## src/rtl/stopwatch_ctrl.sv

```systemverilog
// Stopwatch run control: button edge detection, start/pause/stop/clear sequencing,
// 0.1 s tick prescaler, lap hold and sticky overflow on digit-chain wrap.
module stopwatch_ctrl #(
    parameter int TICK_DIV     = 5000000,
    parameter int STOP_ON_WRAP = 1
) (
    input  logic       clk,
    input  logic       reset_n,
    input  logic       start_e,
    input  logic       pause_e,
    input  logic       stop_e,
    input  logic       clear_e,
    input  logic       lap_e,
    input  logic       wrap_in,
    output logic       count_en,
    output logic       clr_digits,
    output logic       disp_hold,
    output logic       running,
    output logic       overflow,
    output logic [1:0] state
);

    localparam int            PW        = $clog2(TICK_DIV);
    localparam logic [PW-1:0] PRESC_MAX = PW'(TICK_DIV - 1);
    localparam logic          WRAP_STOP = (STOP_ON_WRAP != 0);

    typedef enum logic [1:0] {
        IDLE    = 2'd0,
        RUN     = 2'd1,
        PAUSED  = 2'd2,
        STOPPED = 2'd3
    } state_t;

    state_t        state_q, state_d;
    logic [PW-1:0] presc_q, presc_d;
    logic [4:0]    hist_q;
    logic          count_en_q, count_en_d;
    logic          clr_q, clr_d;
    logic          hold_q, hold_d;
    logic          ovf_q, ovf_d;

    // Bit order {clear, stop, pause, start, lap}; one edge per press.
    logic [4:0] btn_lv;
    logic [4:0] btn_edge;
    logic       wrap_seen;

    assign btn_lv    = {clear_e, stop_e, pause_e, start_e, lap_e};
    assign btn_edge  = btn_lv & ~hist_q;
    assign wrap_seen = count_en_q & wrap_in;

    always_ff @(posedge clk or negedge reset_n) begin
        if (!reset_n) begin
            state_q    <= IDLE;
            presc_q    <= '0;
            hist_q     <= '0;
            count_en_q <= 1'b0;
            clr_q      <= 1'b0;
            hold_q     <= 1'b0;
            ovf_q      <= 1'b0;
        end else begin
            state_q    <= state_d;
            presc_q    <= presc_d;
            hist_q     <= btn_lv;
            count_en_q <= count_en_d;
            clr_q      <= clr_d;
            hold_q     <= hold_d;
            ovf_q      <= ovf_d;
        end
    end

    always_comb begin
        state_d    = state_q;
        presc_d    = presc_q;
        count_en_d = 1'b0;
        clr_d      = 1'b0;
        hold_d     = hold_q;
        ovf_d      = ovf_q | wrap_seen;

        if (btn_edge[4]) begin
            state_d = IDLE;
            presc_d = '0;
            clr_d   = 1'b1;
            hold_d  = 1'b0;
            ovf_d   = 1'b0;
        end else begin
            case (state_q)
                IDLE: begin
                    if (btn_edge[1]) begin
                        state_d = RUN;
                        presc_d = '0;
                    end
                end
                RUN: begin
                    // Leaving RUN freezes the prescaler and suppresses this cycle's tick.
                    if (btn_edge[3] || (wrap_seen && WRAP_STOP)) begin
                        state_d = STOPPED;
                    end else if (btn_edge[2]) begin
                        state_d = PAUSED;
                    end else begin
                        if (btn_edge[0]) hold_d = ~hold_q;
                        if (presc_q == PRESC_MAX) begin
                            presc_d    = '0;
                            count_en_d = 1'b1;
                        end else begin
                            presc_d = presc_q + PW'(1);
                        end
                    end
                end
                PAUSED: begin
                    if (btn_edge[3]) begin
                        state_d = STOPPED;
                    end else if (btn_edge[2] || btn_edge[1]) begin
                        state_d = RUN;
                    end else if (btn_edge[0]) begin
                        hold_d = ~hold_q;
                    end
                end
                default: ;
            endcase
        end
    end

    assign count_en   = count_en_q;
    assign clr_digits = clr_q;
    assign disp_hold  = hold_q;
    assign overflow   = ovf_q;
    assign running    = (state_q == RUN);
    assign state      = state_q;

endmodule

```

## config.mk

```make
export PLATFORM = sky130hd
export DESIGN_NAME = stopwatch_ctrl
export DESIGN_NICKNAME = d
export VERILOG_FILES = /design/src/rtl/stopwatch_ctrl.sv
export SDC_FILE = /design/constraint.sdc
export NUM_CORES = 1
export LEC_CHECK = 0
export ABC_AREA = 1
export CAP_MARGIN = 10
export CORE_MARGIN = 2
export CORE_UTILIZATION = 45
export DETAILED_ROUTE_END_ITERATION = 10
export GPL_ROUTABILITY_DRIVEN = 1
export PLACE_DENSITY_LB_ADDON = 0.3
export SYNTH_ARGS = -nofsm -noshare
export SYNTH_HDL_FRONTEND = slang
export SYNTH_SLANG_ARGS = --single-unit
```

## constraint.sdc

```tcl
create_clock -name clk -period 5.1 [get_ports clk]
set_clock_uncertainty 0.1 [all_clocks]
set_input_delay 1.02 -clock clk [delete_from_list [all_inputs] [get_ports clk]]
set_output_delay 1.02 -clock clk [all_outputs]
set_load 0.03 [all_outputs]
```

# == Word level (Yosys, flattened, before mapping) ==
# Cells that the tools add are included.
# W data, S select, Z words.
# word_totals
register_bits,34
in_bits,8
out_inout_bits,7
word_cells,59
# classes
n_addsub,1
eq_ne,10
mux,27
n_bitwise,5
reduce_logical,9
# op_table
cell,n
$mux W23,5
$pmux W23 S2,1
$add A23 B1 Y23 const B,1
$eq A23 B23 Y1 const B,1
$mux W1,13
$mux W2,6
$ne A3 B3 Y1 const B,4
$reduce_and A4 Y1,2
$pmux W2 S3,1
$reduce_bool A3 Y1,2
$and A5 B5 Y5,1
$not A5 Y5,1
$reduce_and A5 Y1,1
$ne A4 B1 Y1 const B,1
$ne A4 B4 Y1 const B,1
$reduce_bool A4 Y1,1
$ne A3 B2 Y1 const B,1
$eq A2 B1 Y1 const B,1
$eq A2 B2 Y1 const B,1
$logic_not A2 Y1,1
$logic_or A1 B1 Y1,2
$pmux W1 S2,1
$and A1 B1 Y1,1
$not A1 Y1,1
$or A1 B1 Y1,1

# == Depth between registers and ports, before layout ==
# Gate-level depths: netlist of run 1.
# depth
depth_word,7
depth_mapped,12
mapped_depth_nobuf,11

# == Worst setup path after synthesis of run 1 ==
# OpenSTA, ideal clock, no wires.
# synth_timing
kind,register to output
startpoint,"register state_q[1], in the netlist state[1]"
endpoint,output port running
t_arrival_ps,974
required_time_ps,3980
path_slack_ps,3006
stages_incl_launch_ff,3
path_buffers,0
cell_sequence,dfrtp_1 -> inv_1 -> ha_1
# synth_between
elab_chain_cells,1
# synth_lines
element,line,source
"start, declared",34,"state_t state_q, state_d;"
"start signal, assigned",61,state_q <= state_d;
$eq A2 B1 Y1,127,assign running = (state_q == RUN);
"end, declared",18,"output logic running,"
# No other way between the ends.

# == Final worst setup path of run 1 ==
# layout_timing
startpoint,input port clear_e
endpoint,register presc_q[9]
# layout_between
elab_chain_cells,3
elab_cells_between_ends,7
classes_between,eq/ne (3); mux (1); bitwise (1); reduce/logical (2)
# layout_lines
element,line,source
"start, declared",12,"input logic clear_e,"
$and A5 B5 Y5 (*),48,assign btn_edge = btn_lv & ~hist_q;
"$ne A3 B3 Y1 (no line), or another cell as far along",n/a,
$reduce_and A4 Y1 (no line),n/a,
"end signal, assigned",62,presc_q <= presc_d;
"end, declared",35,"logic [PW-1:0] presc_q, presc_d;"
# Mark *: on every way between the ends. The rest lies on a longest branch, timed or not.
# A chain may end at the register's enable or synchronous reset.

==> metrics, run 1 <==
Post-DP HPWL 3.75 mm; Remaining Overflow, GRT 0; PwrDens 367 mW/mm^2; Hold Worst Slack 410 ps; Tmin final 3070 ps; routed wire length 4.95 mm; worst hold endpoint overflow; fin util 0.532; TritonCTS clock tree built; Max-slew headroom 0.625; VDD IR-drop max 207 uV; Post-CTS Setup Bufs 0; row count 25; sequential share of the synthesized area 0.384; maxcap violations 0; Tot GR Track Use 0.206; routability congestion estimate 0.979; Reg2Reg Setup Slack 2800 ps; max-slew violation count 0; Critical Path Fanout Max 25; cts hold-fix bufs 0; Post-synth ARST share 1.00; Area after DPL 0.00240 sq mm; initial core utilization 0.469; f_max 0.326 GHz; Synth cell types 24; post-CTS sizing 0; htree depth 2; final hold vios 0; Hold Path Depth 2; Synth Net Count 352; Leakage 1.18 nW; most used cell, CP nand2_1; Final period util 0.601; placed insts 417; CTS max path bufs 2; Avg Inst Size Synth 6.52 sq um; critical path data required time 5170 ps; die height 74.2 microns; post-DR vias/cell 4.99; number of global-route vias before repair 1915; Synth Register Bits 34; class of the worst hold path flop to flop; layout cells sized above 1 0.0644; worst r2r src state[1]; area grow syn2layout 13.4%; reg2reg path depth 9; clock-pin slew on the worst setup and hold paths 70 ps; Fillers 481; Post-synth EDFFs 0; Root Buffer clkbuf_8; drt wl/cell 11.7 microns; critical path class primary input to flop; Worst setup SP type primary input; vias 2117; Layout Cells excl Fill 424; Worst setup EP type flop; DRC viols 0; Antenna Nets Post-Route 0; nets@finish 369; first-pass GRT wire length 8.72 mm; critical path, cell by cell clkdlybuf4s50_1 > nand2_1 > nand3_1 > nand2_1 > nor2_4 > nand2_2 > inv_2 > nor2_1; Worst-Skew Late Latency 280 ps; final setup TNS 0 ps; register area 851 sq um; worst-path cell with the longest stage delay clkdlybuf4s50_1; ANT cells 0; number of port buffers 14; Hold Path Origin overflow; # IOs 15; First DRT Iteration DRCs 128; reg2reg end presc_q[9]; largest net degree at the start of global routing 35; final instance area 0.00251 sq mm; RSZ-0062 raised after global routing false; core area 0.00472 sq mm; footprint of the multi-input gates 0.00113 sq mm; critical path's largest stage delay 520 ps; yosys warns 0; Most used DFF post-synth dfrtp_1; Critical Path AT 3140 ps; status complete, no violations; clock sink total 34; TritonCTS Buffers 5; drt pass-1 iters 4; cells after synthesis 340; Setup violations, final 0; die width 74.2 microns; die area 0.00550 sq mm; Worst Tran Pin Value 560 ps; Mapped Area 0.00222 sq mm; antenna violations before repair 0
==> metal layers <==
layer,up-vias,track usage,share of wire
li1,1103,-,-
met1,956,0.289,0.48
met2,52,0.317,0.46
met3,6,0.0434,0.044
met4,0,0.0707,0.015
met5,-,0,0
==> how the worst max path moves through the flow <==
stage	startpoint	to	slack, ps	cells past startpoint
finish	clear_e	presc_q[9]	2030	8
floorplan	state[1]	running	3010	2
global route	clear_e	presc_q[9]	1840	8
global placement	clear_e	presc_q[22]	1810	8
detailed placement	clear_e	presc_q[9]	1750	8
CTS	clear_e	presc_q[9]	2030	8
==> critical path: cells and delay by family <==
family                 cells  cell delay, ps
buffers and inverters      2             710
and+or+nand+nor            6            1410
==> sequential cells by signal, summed over array words and instances (netlist names) <==
| register | count |
|---|---|
| clr_digits | 1 |
| count_en | 1 |
| disp_hold | 1 |
| hist_q | 5 |
| overflow | 1 |
| presc_q | 23 |
| state | 2 |
==> report_power, final <==
group,internal [W],switching [W]
Clock,0.000156,0.0000942
Combinational,0.000104,0.000261
Sequential,0.000290,0.0000171
==> final cells by class <==
class / instances / area share
clock inverter: 1 / 0.0119
sequential: 34 / 0.338
timing repair buffer: 15 / 0.0587
tap: 67 / 0.0333
inverter: 49 / 0.0732
multi-input combinational: 252 / 0.451
clock buffer: 6 / 0.0329
==> kinds of logic (layout without fill, tap and decap cells) <==
logic type | count (synthesis) | count (layout) | share of synthesized area
buffers and inverters | 54 | 71 | 0.104
adders and majority gates | 4 | 4 | 0.0226
xor gates and xnor gates | 1 | 1 | 0.00395
and+or+nand+nor | 235 | 235 | 0.455
DFF | 34 | 34 | 0.384
AOI/OAI and AO/OA | 12 | 12 | 0.0311
==> cell usage in the layout (no fill, tap or decap), types with 4 or more instances in the layout <==
cell type,count
nand2_1,95
clkdlybuf4s50_1,14
nand2_2,4
nor3_1,4
inv_1,44
nand3_1,43
nand4_1,13
nor2_2,4
inv_2,5
nor2_1,69
dfrtp_1,34
ha_1,4
clkbuf_8,6
o21ai_0,5
==> Yosys cell counts (3+ instances only) <==
cell type	count	area share
nand2_1	95	0.16
inv_1	44	0.075
nor2_2	4	0.011
ha_1	4	0.023
nor3_1	4	0.0090
nor2_1	69	0.12
nand3_1	43	0.097
nand2_2	4	0.011
nand4_1	13	0.037
o21ai_0	5	0.011
buf_6	3	0.015
o21ai_1	3	0.0068
dfrtp_1	34	0.38
inv_2	5	0.0085
==> stage by stage <==
step / power (W) / setup WS (ps)
2_1_floorplan: 0.000616 / 3010
6_report: 0.000923 / 2030
5_1_grt: 0.000991 / 1840
3_3_place_gp: 0.000673 / 1810
3_5_place_dp: 0.000678 / 1750
4_1_cts: 0.000932 / 2030
No activity file was read; power rests on OpenSTA's default activity.
==> inputs of run 2 (changes only) <==
==> constraint.sdc (replaced) <==
create_clock -name clk -period 2.9 [get_ports clk]
set_clock_uncertainty 0.1 [all_clocks]
set_input_delay 0.58 -clock clk [delete_from_list [all_inputs] [get_ports clk]]
set_output_delay 0.58 -clock clk [all_outputs]
set_load 0.03 [all_outputs]
==> run 2 against run 1 <==
Sequential share of layout area about the same. Worst setup slack got worse by 1500 ps. Clock-buffer cell count unchanged. Core utilization decreased by 0.053 points. Wire length increased by 5.0%. Power increased by 72%. Die area unchanged. Sequential cell count unchanged. Sequential power increased by 75%. Non-clock buffer count increased by 2. Final cell count increased by 0.71%. Largest power group unchanged.
==> metrics, run 2 (same netlist as run 1, synthesis figures left out) <==
Worst-Skew Late Latency 290 ps (was 280 ps); Antenna Nets Post-Route 0 (unchanged); initial core utilization 0.469 (unchanged); # IOs 15 (unchanged); routed wire length 5.20 mm (was 4.95 mm); largest net degree at the start of global routing 35 (unchanged); area grow syn2layout 13.3% (was 13.4%); die area 0.00550 sq mm (unchanged); VDD IR-drop max 422 uV (was 207 uV); row count 25 (unchanged); f_max 0.419 GHz; Tmin final 2390 ps; class of the worst hold path flop to flop (unchanged); first-pass GRT wire length 8.84 mm (was 8.72 mm); Max-slew headroom 0.697 (was 0.625); drt pass-1 iters 5 (was 4); clock-pin slew on the worst setup and hold paths 70 ps (about the same); placed insts 419 (was 417); TritonCTS clock tree built (unchanged); routability congestion estimate 0.949 (was 0.979); ANT cells 0 (unchanged); die height 74.2 microns (unchanged); critical path data required time 2220 ps (was 5170 ps); Largest Register presc_q (unchanged); Critical Path Fanout Max 4 (was 25); max reg flops 23 (unchanged); Root Buffer clkbuf_8 (unchanged); most frequent cells in the layout nand2_1 (95), nor2_1 (69), inv_1 (44), nand3_1 (43), dfrtp_1 (34) (unchanged); core area 0.00472 sq mm (unchanged); Leakage 1.18 nW (about the same); most common cell after layout, fill and taps aside nand2_1 (unchanged); post-CTS sizing 0 (unchanged); max-slew violation count 0 (unchanged); First DRT Iteration DRCs 189 (was 128); clock sink total 34 (unchanged); die width 74.2 microns (unchanged); maxcap violations 0 (unchanged); drt wl/cell 12.2 microns (was 11.7 microns); Post-DP HPWL 3.90 mm (was 3.75 mm); post-DR vias/cell 5.01 (was 4.99); Remaining Overflow, GRT 0 (unchanged); number of global-route vias before repair 1954 (was 1915); antenna violations before repair 0 (unchanged); layout cells sized above 1 0.0722 (was 0.0644); final hold vios 0 (unchanged); nets@finish 371 (was 369); RSZ-0062 raised after global routing false (unchanged); Critical Path AT 1710 ps (was 3140 ps); status complete, no violations (unchanged); Layout Cells excl Fill 427 (was 424); Setup violations, final 0 (unchanged); DRC viols 0 (unchanged); htree depth 2 (unchanged); critical path class flop to output pin (was primary input to flop); Tot GR Track Use 0.208 (was 0.206); Worst setup SP type flop (was primary input); vias 2140 (was 2117); Fillers 475 (was 481); Post-CTS Setup Bufs 0 (unchanged); CTS max path bufs 2 (unchanged); Final period util 0.823; final setup TNS 0 ps (unchanged); TritonCTS Buffers 5 (unchanged); Worst Tran Pin Value 454 ps (was 560 ps); cts hold-fix bufs 0 (unchanged); PwrDens 634 mW/mm^2 (was 367 mW/mm^2); Worst setup EP type output pin (was flop); number of port buffers 14 (unchanged)
==> run 2: cell types whose count changed in the layout (fill, tap and decap cells not counted) <==
cell	before	now
buf_4	1	3
bufinv_16	1	0
clkinv_2	0	1
clkinvlp_4	0	1
==> run 2: layer usage <==
metal,vias to the layer above,wire length [microns],share of wire,global-route usage
met5,-,0,0,0
met4,0,89,0.017,0.0606
met3,10,283,0.054,0.0420
met2,68,2340,0.45,0.337
met1,959,2490,0.48,0.283
li1,1103,-,-,-
==> run 2: worst paths after layout <==
path / from / endpoint / slack (ps) / cells after the start
min: disp_hold / disp_hold / 400 / 2
max reg2reg: state[1] / presc_q[9] / 880 / 9
min in group asynchronous: reset_n / presc_q[2] / 590 / 2
min reg2reg: disp_hold / disp_hold / 400 / 2
max in group asynchronous: reset_n / presc_q[20] / 1780 / 2
max: state[1] / running / 510 / 3
==> run 2: report_power, final <==
part	switching [W]	internal [W]	total [W]
Combinational	0.000467	0.000208	0.000676
Sequential	0.0000285	0.000510	0.000538
Clock	0.000186	0.000191	0.000377
Total	0.000682	0.000909	0.00159
==> run 2: metrics by stage <==
| step | worst slack [ps] | hold WS (ps) | utilization | power, W | cell area (sq um) |
|---|---|---|---|---|---|
| CTS | 492 | 407 | 0.532 | 0.00160 | 2510 |
| finish | 512 | 403 | 0.532 | 0.00159 | 2510 |
| global route | 410 | 443 | 0.532 | 0.00170 | 2510 |
| detailed placement | 388 | 389 | 0.512 | 0.00122 | 2420 |
| floorplan | 828 | 184 | - | 0.00108 | 2220 |
| global placement | 431 | 388 | 0.512 | 0.00122 | 2420 |
==> run 2: critical path: stages (launching register included) <==
cell and delay [ps]:
dfrtp_1 410, inv_1 90, ha_1 220, clkdlybuf4s50_1 690
==> run 2: cell type report <==
| class | count | area, sq um | share of cell area |
|---|---|---|---|
| inverter | 49 | 184 | 0.0732 |
| sequential | 34 | 851 | 0.339 |
| tap | 67 | 83.8 | 0.0334 |
| timing repair buffer | 17 | 163 | 0.0648 |
| clock inverter | 2 | 12.5 | 0.00498 |
| clock buffer | 6 | 82.6 | 0.0329 |
| multi-input combinational | 252 | 1130 | 0.452 |
==> inputs of run 3 (changes only) <==
==> constraint.sdc (replaced) <==
create_clock -name clk -period 1.97 [get_ports clk]
set_clock_uncertainty 0.1 [all_clocks]
set_input_delay 0.394 -clock clk [delete_from_list [all_inputs] [get_ports clk]]
set_output_delay 0.394 -clock clk [all_outputs]
set_load 0.03 [all_outputs]
==> run 3 against run 2 <==
Clock power increased by 41%. Largest power group unchanged. Critical path depth decreased by 2. Critical path type unchanged. Wire length decreased by 0.63%.
==> metrics, run 3 (same netlist as run 1, synthesis figures left out) <==
vias 2208 (was 2140); Max-slew headroom 0.719 (was 0.697); initial core utilization 0.469 (unchanged); critical path's largest stage delay 690 ps (about the same); CP delay by family, top buffers and inverters (unchanged); ANT cells 0 (unchanged); Root Buffer clkbuf_8 (unchanged); final hold vios 0 (unchanged); first-pass GRT wire length 9.29 mm (was 8.84 mm); antenna violations before repair 0 (unchanged); sequential power share 0.300 (was 0.338); post-place setup slack -94.3 ps (was 388 ps); die area 0.00550 sq mm (unchanged); TritonCTS clock tree built (unchanged); Layout Cells excl Fill 443 (was 427); Setup violations, final 0 (unchanged); reg2reg end presc_q[13] (was presc_q[9]); Final period util 0.954; Fillers 449 (was 475); PwrDens 990 mW/mm^2 (was 634 mW/mm^2); routability congestion estimate 0.969 (was 0.949); clock sink total 34 (unchanged); class of the worst hold path primary input to async pin (was flop to flop); DRC viols 0 (unchanged); Worst Tran Pin Value 422 ps (was 454 ps); critical path, cell by cell clkdlybuf4s50_1 (was inv_1 > ha_1 > clkdlybuf4s50_1); drt wl/cell 11.7 microns (was 12.2 microns); Area after DPL 0.00258 sq mm (was 0.00242 sq mm); routed wire length 5.17 mm (was 5.20 mm); number of global-route vias before repair 2118 (was 1954); critical path class flop to output pin (unchanged); crit path buf inv count 1 (was 2); final instance area 0.00267 sq mm (was 0.00251 sq mm); Tot GR Track Use 0.219 (was 0.208); placed insts 435 (was 419); clock-pin slew on the worst setup and hold paths 70 ps (about the same); status complete, no violations (unchanged); Reg2Reg Setup Slack 170 ps (was 880 ps); Hold Worst Slack 415 ps (was 403 ps); Worst-Skew Late Latency 290 ps (about the same); TritonCTS Buffers 5 (unchanged); number of port buffers 14 (unchanged); combinational share of power 0.499 (was 0.425); cts hold-fix bufs 0 (unchanged); Clock Power Share 0.201 (was 0.237); Worst setup EP type output pin (unchanged); reg2reg path depth 10 (was 9); # IOs 15 (unchanged); Critical Path AT 1390 ps (was 1710 ps); setup ws final 90.8 ps (was 512 ps); core area 0.00472 sq mm (unchanged); Post-DP HPWL 3.96 mm (was 3.90 mm); f_max 0.532 GHz; max-slew violation count 0 (unchanged); htree depth 2 (unchanged); RSZ-0062 raised after global routing false (unchanged); sw power 0.00105 W (was 0.000682 W); First DRT Iteration DRCs 249 (was 189); post-DR vias/cell 4.98 (was 5.01); area grow syn2layout 20.4% (was 13.3%); row count 25 (unchanged); Antenna Nets Post-Route 0 (unchanged); Pint 0.00159 W (was 0.000909 W); nets@finish 387 (was 371); die height 74.2 microns (unchanged); Largest Register presc_q (unchanged); largest net degree at the start of global routing 35 (unchanged); worst r2r src state[1] (unchanged); most frequent cells in the layout nand2_1 (95), nor2_1 (69), inv_1 (44), nand3_1 (43), dfrtp_1 (34) (unchanged); die width 74.2 microns (unchanged); maxcap violations 0 (unchanged); Switching Share 0.399 (was 0.429); max reg flops 23 (unchanged); drt pass-1 iters 4 (was 5); VDD IR-drop max 491 uV (was 422 uV); Critical Path Fanout Max 4 (unchanged); Worst setup SP type flop (unchanged); fin util 0.565 (was 0.532); Post-CTS Setup Bufs 0 (unchanged); Remaining Overflow, GRT 0 (unchanged); most common cell after layout, fill and taps aside nand2_1 (unchanged); layout cells sized above 1 0.112 (was 0.0722); Leakage 1.29 nW (was 1.18 nW); critical path data required time 1480 ps (was 2220 ps); CTS max path bufs 2 (unchanged); Tmin final 1880 ps; worst-path cell with the longest stage delay clkdlybuf4s50_1 (unchanged)
run 3: changes by cell type in the layout (fill, tap and decap cells not counted):
| cell | before | now |
|---|---|---|
| buf_12 | 0 | 3 |
| buf_4 | 3 | 16 |
| clkbuf_1 | 0 | 1 |
| clkdlybuf4s50_1 | 14 | 12 |
| clkinvlp_4 | 1 | 0 |
| dlygate4sd2_1 | 0 | 1 |
| dlymetal6s2s_1 | 0 | 1 |
| ha_1 | 4 | 3 |
| ha_2 | 0 | 1 |
run 3: power by group through the flow:
stage / clock [W] / sequential (W) / combinational (W)
floorplan: 0 / 0.000857 / 0.000742
global placement: 0 / 0.000800 / 0.00131
detailed placement: 0 / 0.000804 / 0.00133
CTS: 0.000560 / 0.000791 / 0.00133
global route: 0.000582 / 0.000798 / 0.00144
finish: 0.000532 / 0.000791 / 0.00132
run 3: final cells by class:
type,instances,area (sq um),share of cell area
inverter,49,184,0.0689
clock inverter,1,5.00,0.00188
sequential,34,851,0.319
clock buffer,7,86.3,0.0323
timing repair buffer,33,322,0.120
tap,67,83.8,0.0314
multi-input combinational,252,1140,0.426
run 3: worst max path at each step:
stage	from	to	slack [ps]	cells past startpoint
after detailed placement	clear_e	presc_q[13]	-90	9
after global placement	clear_e	presc_q[5]	-60	9
after floorplan	state[1]	presc_q[1]	6	10
final	state[0]	state[0]	90	1
after global routing	state[1]	presc_q[5]	20	11
after CTS	state[1]	state[1]	30	2
run 3: repair_timing:
item,4_1_cts,5_1_grt
gates resized for setup,1,1
pin swaps,0,0
endpoints found under the setup margin,1,1
run 3: per-stage QoR:
stage | power, W | TNS [ps]
after floorplan | 0.00160 | 0
after global placement | 0.00211 | -768
after detailed placement | 0.00213 | -1400
after CTS | 0.00268 | 0
after global routing | 0.00282 | 0
final | 0.00264 | 0
run 3: layer usage:
metal,share of wire,GRT usage,up-vias
met5,0,0,-
met4,0.014,0.0909,0
li1,-,-,1134
met2,0.45,0.330,67
met3,0.058,0.0596,7
met1,0.47,0.296,1000
